`src/rtl/cdb_rr_arbiter_pkg.sv`:
```
// Shared definitions for common-data-bus arbitration.
// This package is also meant for the future multi-CDB arbiter.
package cdb_pkg;

  localparam int N_FU_MAX  = 16;
  localparam int IDX_MAX_W = 4;
  localparam int IDXP_W    = IDX_MAX_W + 1;

  // Encodes a one-hot vector as a binary index. An all-zero vector encodes to 0.
  function automatic logic [IDX_MAX_W-1:0] onehot_to_idx(input logic [N_FU_MAX-1:0] oh);
    logic [IDX_MAX_W-1:0] idx;
    idx = '0;
    for (int i = 0; i < N_FU_MAX; i++) begin
      if (oh[i]) idx = idx | IDX_MAX_W'(i);
    end
    return idx;
  endfunction

  // Scans req starting at ptr and wraps at n-1. Returns {found, index}.
  function automatic logic [IDX_MAX_W:0] rr_pick_idx(input logic [N_FU_MAX-1:0] req,
                                                     input logic [IDX_MAX_W-1:0] ptr,
                                                     input logic [IDXP_W-1:0]    n);
    logic [IDXP_W-1:0]    idx;
    logic                 found;
    logic [IDX_MAX_W-1:0] win;
    found = 1'b0;
    win   = '0;
    for (int off = 0; off < N_FU_MAX; off++) begin
      idx = {1'b0, ptr} + IDXP_W'(off);
      if (idx >= n) idx = idx - n;
      if (!found && (IDXP_W'(off) < n) && req[idx[IDX_MAX_W-1:0]]) begin
        found = 1'b1;
        win   = idx[IDX_MAX_W-1:0];
      end
    end
    return {found, win};
  endfunction

endpackage

```
`src/rtl/cdb_rr_arbiter_if.sv`:
```
// Bus between the functional units and the CDB arbiter.
// Requests flow in, and the registered grant flows out.
interface cdb_rr_arbiter_if #(parameter int N_FU = 3);

  localparam int IDX_W = (N_FU > 1) ? $clog2(N_FU) : 1;

  logic [N_FU-1:0]  cdb_req;
  logic [N_FU-1:0]  fu_sel;
  logic [IDX_W-1:0] fu_idx;
  logic             cdb_valid;

  modport master (input cdb_req, output fu_sel, output fu_idx, output cdb_valid);
  modport slave  (output cdb_req, input fu_sel, input fu_idx, input cdb_valid);

endinterface

```
`src/rtl/cdb_rr_arbiter_rr_pick.sv`:
```
// Combinational rotating-priority picker. It returns the one-hot first request at or after ptr.
// In fixed mode, the parent drives ptr to 0, which turns this into a lowest-index pick.
module rr_pick
  import cdb_pkg::*;
#(
  parameter int N_FU  = 3,
  parameter int IDX_W = 2
) (
  input  logic [N_FU-1:0]  eff,
  input  logic [IDX_W-1:0] ptr,
  output logic [N_FU-1:0]  pick
);

  logic [IDX_MAX_W:0] res;

  assign res = rr_pick_idx(N_FU_MAX'(eff), IDX_MAX_W'(ptr), IDXP_W'(N_FU));

  always_comb begin
    pick = '0;
    if (res[IDX_MAX_W]) pick = N_FU'(1) << res[IDX_MAX_W-1:0];
  end

endmodule

```
`src/rtl/cdb_rr_arbiter.sv`:
```
// Common-data-bus arbiter. It issues one registered one-hot grant per cycle.
// Priority is round-robin or fixed, and a per-FU starvation override forces service.
module cdb_rr_arbiter
  import cdb_pkg::*;
#(
  parameter int N_FU         = 3,
  parameter int RR_MODE      = 1,
  parameter int STARVE_LIMIT = 4
) (
  input  logic                 clk,
  input  logic                 rst,
  input  logic                 stall_i,
  cdb_rr_arbiter_if.master     cdb
);

  localparam int IDX_W = (N_FU > 1) ? $clog2(N_FU) : 1;
  localparam int CNT_W = $clog2(STARVE_LIMIT + 1);

  logic [N_FU-1:0]  fu_sel_q, fu_sel_d;
  logic [IDX_W-1:0] fu_idx_q, fu_idx_d;
  logic             cdb_valid_q, cdb_valid_d;
  logic [IDX_W-1:0] ptr_q, ptr_d;
  logic [CNT_W-1:0] wait_cnt_q [N_FU];
  logic [CNT_W-1:0] wait_cnt_d [N_FU];

  logic [N_FU-1:0]  eff;
  logic [N_FU-1:0]  rr_oh;
  logic [N_FU-1:0]  starve_oh;
  logic             starve_hit;
  logic [N_FU-1:0]  grant;
  logic [IDX_W-1:0] grant_idx;
  logic [IDX_W-1:0] pick_ptr;

  // The unit granted this cycle is consumed and cannot win the next edge.
  assign eff      = cdb.cdb_req & ~fu_sel_q;
  assign pick_ptr = (RR_MODE != 0) ? ptr_q : '0;

  rr_pick #(.N_FU(N_FU), .IDX_W(IDX_W)) u_rr_pick (
    .eff  (eff),
    .ptr  (pick_ptr),
    .pick (rr_oh)
  );

  always_comb begin
    starve_oh  = '0;
    starve_hit = 1'b0;
    for (int i = 0; i < N_FU; i++) begin
      if (!starve_hit && eff[i] && (wait_cnt_q[i] == CNT_W'(STARVE_LIMIT))) begin
        starve_oh[i] = 1'b1;
        starve_hit   = 1'b1;
      end
    end
  end

  assign grant     = starve_hit ? starve_oh : rr_oh;
  assign grant_idx = IDX_W'(onehot_to_idx(N_FU_MAX'(grant)));

  always_comb begin
    fu_sel_d    = fu_sel_q;
    fu_idx_d    = fu_idx_q;
    cdb_valid_d = cdb_valid_q;
    ptr_d       = ptr_q;
    wait_cnt_d  = wait_cnt_q;
    if (!stall_i) begin
      fu_sel_d    = grant;
      fu_idx_d    = grant_idx;
      cdb_valid_d = |grant;
      if ((RR_MODE != 0) && (|grant)) begin
        ptr_d = (grant_idx == IDX_W'(N_FU - 1)) ? '0 : grant_idx + 1'b1;
      end
      for (int i = 0; i < N_FU; i++) begin
        if (!cdb.cdb_req[i] || grant[i]) begin
          wait_cnt_d[i] = '0;
        end else if (wait_cnt_q[i] != CNT_W'(STARVE_LIMIT)) begin
          wait_cnt_d[i] = wait_cnt_q[i] + 1'b1;
        end
      end
    end
  end

  always_ff @(posedge clk or posedge rst) begin
    if (rst) begin
      fu_sel_q    <= '0;
      fu_idx_q    <= '0;
      cdb_valid_q <= 1'b0;
      ptr_q       <= '0;
      for (int i = 0; i < N_FU; i++) wait_cnt_q[i] <= '0;
    end else begin
      fu_sel_q    <= fu_sel_d;
      fu_idx_q    <= fu_idx_d;
      cdb_valid_q <= cdb_valid_d;
      ptr_q       <= ptr_d;
      wait_cnt_q  <= wait_cnt_d;
    end
  end

  assign cdb.fu_sel    = fu_sel_q;
  assign cdb.fu_idx    = fu_idx_q;
  assign cdb.cdb_valid = cdb_valid_q;

endmodule

```
`src/flat_wrapper.sv`:
```
// flat-port wrapper written by rule: the top's interface ports become plain ports
module cdb_rr_arbiter_flat import cdb_pkg::*;
#(
  parameter int N_FU         = 3,
  parameter int RR_MODE      = 1,
  parameter int STARVE_LIMIT = 4
)
  (clk, rst, stall_i, cdb_cdb_req, cdb_fu_sel, cdb_fu_idx, cdb_cdb_valid);
  cdb_rr_arbiter_if #(.N_FU(N_FU)) cdb_i ();
  input  logic clk;
  input  logic rst;
  input  logic stall_i;
  input wire logic [$bits(cdb_i.cdb_req)-1:0] cdb_cdb_req;
  output wire logic [$bits(cdb_i.fu_sel)-1:0] cdb_fu_sel;
  output wire logic [$bits(cdb_i.fu_idx)-1:0] cdb_fu_idx;
  output wire logic [$bits(cdb_i.cdb_valid)-1:0] cdb_cdb_valid;
  assign cdb_i.cdb_req = cdb_cdb_req;
  assign cdb_fu_sel = cdb_i.fu_sel;
  assign cdb_fu_idx = cdb_i.fu_idx;
  assign cdb_cdb_valid = cdb_i.cdb_valid;
  cdb_rr_arbiter #(.N_FU(N_FU), .RR_MODE(RR_MODE), .STARVE_LIMIT(STARVE_LIMIT)) u_core (.clk(clk), .rst(rst), .stall_i(stall_i), .cdb(cdb_i));
endmodule
```
`config.mk`:
```
export PLATFORM = sky130hd
export DESIGN_NAME = cdb_rr_arbiter_flat
export DESIGN_NICKNAME = d
export VERILOG_FILES = /design/src/rtl/cdb_rr_arbiter_pkg.sv /design/src/rtl/cdb_rr_arbiter_if.sv /design/src/rtl/cdb_rr_arbiter_rr_pick.sv /design/src/rtl/cdb_rr_arbiter.sv /design/src/flat_wrapper.sv
export SDC_FILE = /design/constraint.sdc
export NUM_CORES = 1
export LEC_CHECK = 0
export ABC_AREA = 1
export BUFFER_PORTS_ARGS = -buffer_cell sky130_fd_sc_hd__buf_2
export CAP_MARGIN = 15
export CORE_ASPECT_RATIO = 2
export CORE_MARGIN = 5
export CORE_UTILIZATION = 30
export CTS_CLUSTER_DIAMETER = 80
export CTS_CLUSTER_SIZE = 14
export DETAILED_ROUTE_END_ITERATION = 10
export PLACE_DENSITY_LB_ADDON = 0.3
export SYNTH_ARGS = -nofsm -noshare
export SYNTH_HDL_FRONTEND = slang
export SYNTH_SLANG_ARGS = --single-unit
```
`constraint.sdc`:
```
create_clock -name clk -period 3.5 [get_ports clk]
set_clock_uncertainty 0.1 [all_clocks]
set_input_delay 0.175 -clock clk [delete_from_list [all_inputs] [get_ports clk]]
set_output_delay 0.175 -clock clk [all_outputs]
set_load 0.005 [all_outputs]
```
==> results of run 1 <==
[state kept, by name (all words and copies together) (netlist names)]
name / flops
u_core.cdb.fu_sel: 1
u_core.cdb.fu_idx: 2
u_core.pick_ptr: 2
u_core.wait_cnt_q: 9
u_core.cdb.cdb_valid: 1
[critical path: stages, from the launching register on]
cell	delay (ps)
dfrtp_1	410
inv_1	80
ha_1	390
nand3_1	120
a21boi_0	180
nand2_1	140
nand4_1	120
nand2_1	80
nand2_1	80
nand2_2	90
nor2_4	130
nand2_2	70
nand2_4	110
nand2_2	60
o21ai_2	50
[per-layer routing]
metal	part of all wire, %	global-route usage [%]	vias to the layer above
li1	-	-	562
met1	38	11.3	482
met2	56	20.6	19
met3	2.8	1.35	8
met4	3.5	7.68	0
met5	0	0	-
[worst max path at each step]
stage,from,endpoint,cells past startpoint
floorplan,u_core.pick_ptr[1]$_DFFE_PP0P_,u_core.wait_cnt_q[5]$_DFFE_PP0P_,17
global placement,u_core.pick_ptr[0]$_DFFE_PP0P_,u_core.wait_cnt_q[6]$_DFFE_PP0P_,15
detailed placement,u_core.pick_ptr[1]$_DFFE_PP0P_,u_core.wait_cnt_q[4]$_DFFE_PP0P_,14
CTS,u_core.pick_ptr[1]$_DFFE_PP0P_,u_core.wait_cnt_q[4]$_DFFE_PP0P_,16
global route,u_core.pick_ptr[1]$_DFFE_PP0P_,u_core.wait_cnt_q[8]$_DFFE_PP0P_,14
finish,u_core.pick_ptr[1]$_DFFE_PP0P_,u_core.wait_cnt_q[4]$_DFFE_PP0P_,14
[repair_timing]
item,4_1_cts,5_1_grt
setup buffers,0,0
hold endpoints to repair,15,0
hold buffers,1,0
gates resized for setup,0,0
[cell type report]
class,instances,area [sq um],share of cell area (%)
clock buffer,4,45.0,3.32
timing repair buffer,12,65.1,4.80
inverter,24,90.1,6.65
sequential,15,375,27.7
multi-input combinational,127,716,52.8
tap,51,63.8,4.71
[cells in the mapped netlist (all sizes together) (2+ instances only)]
library cell | number | area (sq um)
a21boi | 2 | 15.0
o21ai | 9 | 60.1
dfrtp | 15 | 375
nand3 | 22 | 115
inv | 24 | 90.1
nor2 | 14 | 75.1
ha | 10 | 125
nand4 | 7 | 50.1
nand2 | 59 | 246
buf | 3 | 20.0
[power by group through the flow]
stage                     sequential [mW]  clock, mW  combinational [mW]
after floorplan                     0.301          0               0.614
after global placement              0.310          0               0.780
after detailed placement            0.312          0               0.773
final                               0.307      0.141               0.769
after CTS                           0.309      0.149               0.779
after global routing                0.319      0.153               0.879
[cells by family (layout without fill, tap and decap cells)]
| logic type | after synthesis | in the layout |
|---|---|---|
| and+or+nand+nor | 103 | 103 |
| buffers and inverters | 28 | 40 |
| DFF | 15 | 15 |
| AOI/OAI and AO/OA | 12 | 12 |
| adders and majority gates | 10 | 10 |
| xor gates and xnor gates | 2 | 2 |
==> results.md, run 1 <==
- Final nets: 199
- Critical Path Source Type: flip-flop
- Post-detail-place hpwl: 2230 um
- Arrival @ worst endpoint: 2360 ps
- Endpoint kind of the worst setup timing path: flip-flop
- Synthesized-area fraction occupied by and/or/nand/nor cells: 40.9%
- Antenna violations before repair: 0
- Sequential share of the synthesized area: 31.2%
- Leftover overflow at the end of global routing: 0
- Number of placed I/O pins: 12
- Mux cell area share after synthesis: 0%
- Most used flip-flop cell after synthesis: dfrtp_1
- Number of max-slew violations in the final report: 0
- Number of cells on the worst hold path: 3
- Area of the core: 0.00388 sq mm
- Synthesized-area fraction occupied by adder cells: 10.4%
- Switching power summed over all nets: 0.625 mW
- TritonCTS Sinks: 15
- Maximum capacitance violations: 0
- Dominant combinational cell family by area after synthesis: simple AND/OR/NAND/NOR gates
- Via count of the first global-routing pass: 1060
- Count of antenna diodes in the layout: 0
- Required arrival time at the worst endpoint: 3580 ps
- Tightest Pin Transition: 606 ps
- Setup slack on the worst flop-to-flop path: 1220 ps
- Final standard cell area without fillers: 0.00136 sq mm
- Initial cell density of the core: 31.0%
- Area of the die: 0.00546 sq mm
- Number of distinct library cell variants in the gate-level netlist after synthesis: 26
- Input/output buffers: 11
- Combinational share of power: 63.1%
- Reg-to-reg startpoint: u_core.pick_ptr[1]$_DFFE_PP0P_
- Minimum clock period after layout: 2280 ps
- Complex-gate fraction of the synthesized area: 6.65%
- Number of flip-flops and latches in the synthesized netlist: 15
- Proportion of power drawn by flip-flops and latches: 25.2%
- Worst hold slack across all endpoints: 64.2 ps
- Hold Fails Final Rpt: 0
- Total CTS buffers: 3
- Crit Reg-Reg Endpoint: u_core.wait_cnt_q[4]$_DFFE_PP0P_
- Final setup violating endpoints: 0
- Die Width: 54.8 um
- Total Routed Length: 2690 um
- Number of non-filler instances in the completed layout: 233
- Fillers: 444
- End point of the most critical hold path: u_core.cdb.cdb_valid$_DFFE_PP0N_
- Period utilisation layout: 65.1%
- Area Growth Syn to Fin: 12.5%
- Max Freq: 439 MHz
- First-pass iteration count of the detailed router: 4
- Startpoint-to-endpoint class of the critical path: reg2reg
- Per-cell routed wire length: 11.5 um
- Instance count of the mapped netlist: 170
- CTS clock-pin slew for the worst setup and hold paths: 60 ps
- Count of H-tree levels built during CTS: 1
- RSZ-0062 raised after global routing: no
- Maximum number of pins on one net before global-route repair: 17
- Cell internal power dissipation: 0.592 mW
- Tot Pwr: 1.22 mW
- Commonest non-fill, non-tap cell in the layout: nand2_1
- Worst hold path type: in2reg
- Clock root buffer: clkbuf_8
- Proportion of total power due to net switching: 51.4%
- Worst R2R Path Depth: 14
- Antenna-violating nets left: 0
- Setup TNS after final layout: 0 ps
- Highest-count cells in the layout ignoring fill and taps: 51 x nand2_1, 21 x inv_1, 21 x nand3_1
- Clock tree from TritonCTS: yes
- Syn Nets: 186
- Max Fanout on Critical Path: 7
- Vertical die dimension: 99.6 um
- Share of post-route cells with drive strength above 1: 20.3%
- First-pass GRT wire length: 4530 um
- Placed inst area: 0.00130 sq mm
- Clock insertion delay at the later pin of the skew report: 250 ps
- Power share of the clock group: 11.6%
- Global router's overall resource usage: 11.5%
- Setup slack of the critical path after layout: 1220 ps
- XOR/XNOR Fraction of Synth Area: 1.45%
- Number of buffers between clock root and the deepest sink: 2
- Leakage power summed over all cells: 0.752 nW
- Pre-CTS setup slack: 1240 ps
- Average size of a mapped cell: 7.09 sq um
- Cell area after technology mapping: 0.00120 sq mm
- Vias after detailed routing: 1071
- Power per cell area: 898 mW/mm^2
- Share of async-settable or async-resettable flops after synthesis: 100%
- Warnings from Yosys: 0
- DRC violation count after routing: 0
- Beginning of the worst hold path: stall_i
- Number of cells after detailed placement: 228
- Number of enable-type register cells in the synthesized netlist: 0
- Placement row count: 32
- Placer's final routability congestion estimate: 0.796
- Utilization after layout: 34.9%
- Detailed-route vias per instance: 4.60
- Number of design-rule violations left by the first detailed-router iteration: 22
- Worst relative slew slack: 59.6%
- Result of the run: complete, no violations
- IR Drop Worst-Case VDD: 0.000316 V
Note: power is estimated with default switching activity, not from simulation.
==> inputs of run 2 (changes only) <==
- clock period: 3.5 -> 1.95 ns (I/O delays scaled with it)
==> run 2 against run 1 <==
The run now ends with setup timing left. Register-to-register slack lost 1400 ps. First-iteration DRC count shrank 23%. Via count up 12%. Critical path type unchanged. Largest cell class unchanged.
==> results.md, run 2 (synthesis gave the netlist of run 1 again) <==
- Max Fanout on Critical Path: 6
- Final setup violating endpoints: 15
- Arrival @ worst endpoint: 2180 ps
- Count of H-tree levels built during CTS: 1
- Delay-heaviest family, CP: simple AND/OR/NAND/NOR gates
- Number of placed I/O pins: 12
- TritonCTS Sinks: 15
- Worst hold slack across all endpoints: 183 ps
- CTS clock-pin slew for the worst setup and hold paths: 70 ps
- Max stage delay on crit path: 380 ps
- Total CTS buffers: 3
- Total Routed Length: 2970 um
- Vertical die dimension: 99.6 um
- Number of buffers between clock root and the deepest sink: 2
- Area of the die: 0.00546 sq mm
- IR Drop Worst-Case VDD: 0.000767 V
- Antenna-violating nets left: 0
- Worst R2R Path Depth: 16
- Input/output buffers: 11
- Result of the run: complete, but fails checks
- Power per cell area: 1750 mW/mm^2
- Max Freq: 476 MHz
- Area Growth Syn to Fin: 40.0%
- Count of antenna diodes in the layout: 0
- First-pass GRT wire length: 4930 um
- Number of cells on the worst hold path: 5
- Hold Fails Final Rpt: 0
- Maximum number of pins on one net before global-route repair: 16
- First-pass iteration count of the detailed router: 4
- Max reg flops: 9
- Master of the slowest instance on the critical path: dfrtp_1
- Highest-count cells in the layout ignoring fill and taps: 45 x nand2_1, 26 x buf_4, 19 x nand3_1
- Die Width: 54.8 um
- Failing checks: setup timing
- Crit Reg-Reg Endpoint: u_core.wait_cnt_q[3]$_DFFE_PP0P_
- Final nets: 230
- Minimum clock period after layout: 2100 ps
- Clock tree from TritonCTS: yes
- Critical Path Source Type: flip-flop
- Final standard cell area without fillers: 0.00169 sq mm
- Worst hold path type: in2reg
- Via count of the first global-routing pass: 1153
- Beginning of the worst hold path: cdb_cdb_req[0]
- Commonest non-fill, non-tap cell in the layout: nand2_1
- Tightest Pin Transition: 605 ps
- Area of the core: 0.00388 sq mm
- Reg-to-reg startpoint: u_core.pick_ptr[1]$_DFFE_PP0P_
- Placer's final routability congestion estimate: 0.789
- Setup slack of the critical path after layout: -149 ps
- Required arrival time at the worst endpoint: 2030 ps
- Global router's overall resource usage: 12.2%
- Maximum capacitance violations: 0
- Number of design-rule violations left by the first detailed-router iteration: 17
- Placement row count: 32
- Clock insertion delay at the later pin of the skew report: 250 ps
- Post-detail-place hpwl: 2350 um
- Leakage power summed over all cells: 0.909 nW
- Leftover overflow at the end of global routing: 0
- Antenna violations before repair: 0
- Placed inst area: 0.00149 sq mm
- Detailed-route vias per instance: 4.53
- Most flop-heavy register: u_core.wait_cnt_q
- Vias after detailed routing: 1195
- Period utilisation layout: 108%
- Per-cell routed wire length: 11.2 um
- Worst relative slew slack: 59.6%
- Setup slack on the worst flop-to-flop path: -150 ps
- Endpoint kind of the worst setup timing path: flip-flop
- Initial cell density of the core: 31.0%
- RSZ-0062 raised after global routing: yes
- Startpoint-to-endpoint class of the critical path: reg2reg
- Number of max-slew violations in the final report: 0
- DRC violation count after routing: 0
- Critical Path Most Common Cell: nand2_1
- End point of the most critical hold path: u_core.wait_cnt_q[7]$_DFFE_PP0P_
- Number of buffers and inverters on the critical path: 1
- Share of post-route cells with drive strength above 1: 39.9%
- CP Cell Sequence: inv_2 > ha_4 > nand3_1 > nand2_1 > nor2_1 > nor2_2 > nand3_1 > nand2_1 > nand2_1 > nand2_1 > nand2_2 > nor2_4 > nand2_2 > nand2_4 > nand2_2 > o21ai_2
- Clock root buffer: clkbuf_8
[run 2: cell types whose count changed in the layout (fill, tap and decap cells not counted), sizes merged]
cell / change
buf: +30
dlygate4sd3: +1
[run 2: stage by stage]
step	utilization, %	setup WS, ps	instances	power (mW)	TNS, ps
5_1_grt	43.4	-308	264	3.24	-3990
6_report	43.4	-149	264	2.95	-1550
3_3_place_gp	38.3	-227	251	2.27	-2880
3_5_place_dp	38.3	-234	251	2.26	-2810
2_1_floorplan	-	4.26	170	1.69	0
4_1_cts	42.1	-138	263	2.82	-1630
[run 2: how the worst max path moves through the flow]
stage	slack (ps)	endpoint	startpoint	cells after the start
finish	-150	u_core.wait_cnt_q[3]$_DFFE_PP0P_	u_core.pick_ptr[1]$_DFFE_PP0P_	16
global route	-310	u_core.wait_cnt_q[3]$_DFFE_PP0P_	u_core.pick_ptr[1]$_DFFE_PP0P_	16
CTS	-140	u_core.wait_cnt_q[1]$_DFFE_PP0P_	u_core.pick_ptr[1]$_DFFE_PP0P_	16
detailed placement	-230	u_core.wait_cnt_q[5]$_DFFE_PP0P_	u_core.pick_ptr[1]$_DFFE_PP0P_	16
global placement	-230	u_core.wait_cnt_q[3]$_DFFE_PP0P_	u_core.pick_ptr[1]$_DFFE_PP0P_	16
floorplan	4	u_core.wait_cnt_q[5]$_DFFE_PP0P_	u_core.pick_ptr[0]$_DFFE_PP0P_	16
[run 2: report_power, final]
part / switching [mW] / total (mW) / internal, mW
combinational: 1.15 / 2.16 / 1.01
clock: 0.120 / 0.265 / 0.145
sequential: 0.0867 / 0.526 / 0.440
total: 1.36 / 2.95 / 1.59
[run 2: timing repair]
action                                  CTS  global route
endpoints found under the hold margin    16             0
pin swaps                                 9             7
buffers inserted                          6             1
hold buffers                              2             0
endpoints found under the setup margin   15            15
gates cloned                              0             0
resized for setup                        13            13
[run 2: routing by layer]
metal  wire length, um  vias up  part of all wire [%]  global-route usage, %
met3                50        7                   1.7                   1.50
met2              1710       13                    57                   21.3
met1              1130      551                    38                   13.7
li1                  -      624                     -                      -
met5                 0        -                     0                      0
met4                83        0                   2.8                   5.76
[run 2: worst min-delay path, cell delays in order]
cell     delay, ps
buf_2          150
nand3_2        110
nor2_1          40
nand3_1         50
nand2_1         50
[run 2: cell type report]
class	count	area, sq um
multi-input cells	127	797
inverters	24	90.1
fillers	424	2200
repair buffers	43	315
flip-flops and latches	15	375
clock buffers	4	45.0
well taps	51	63.8
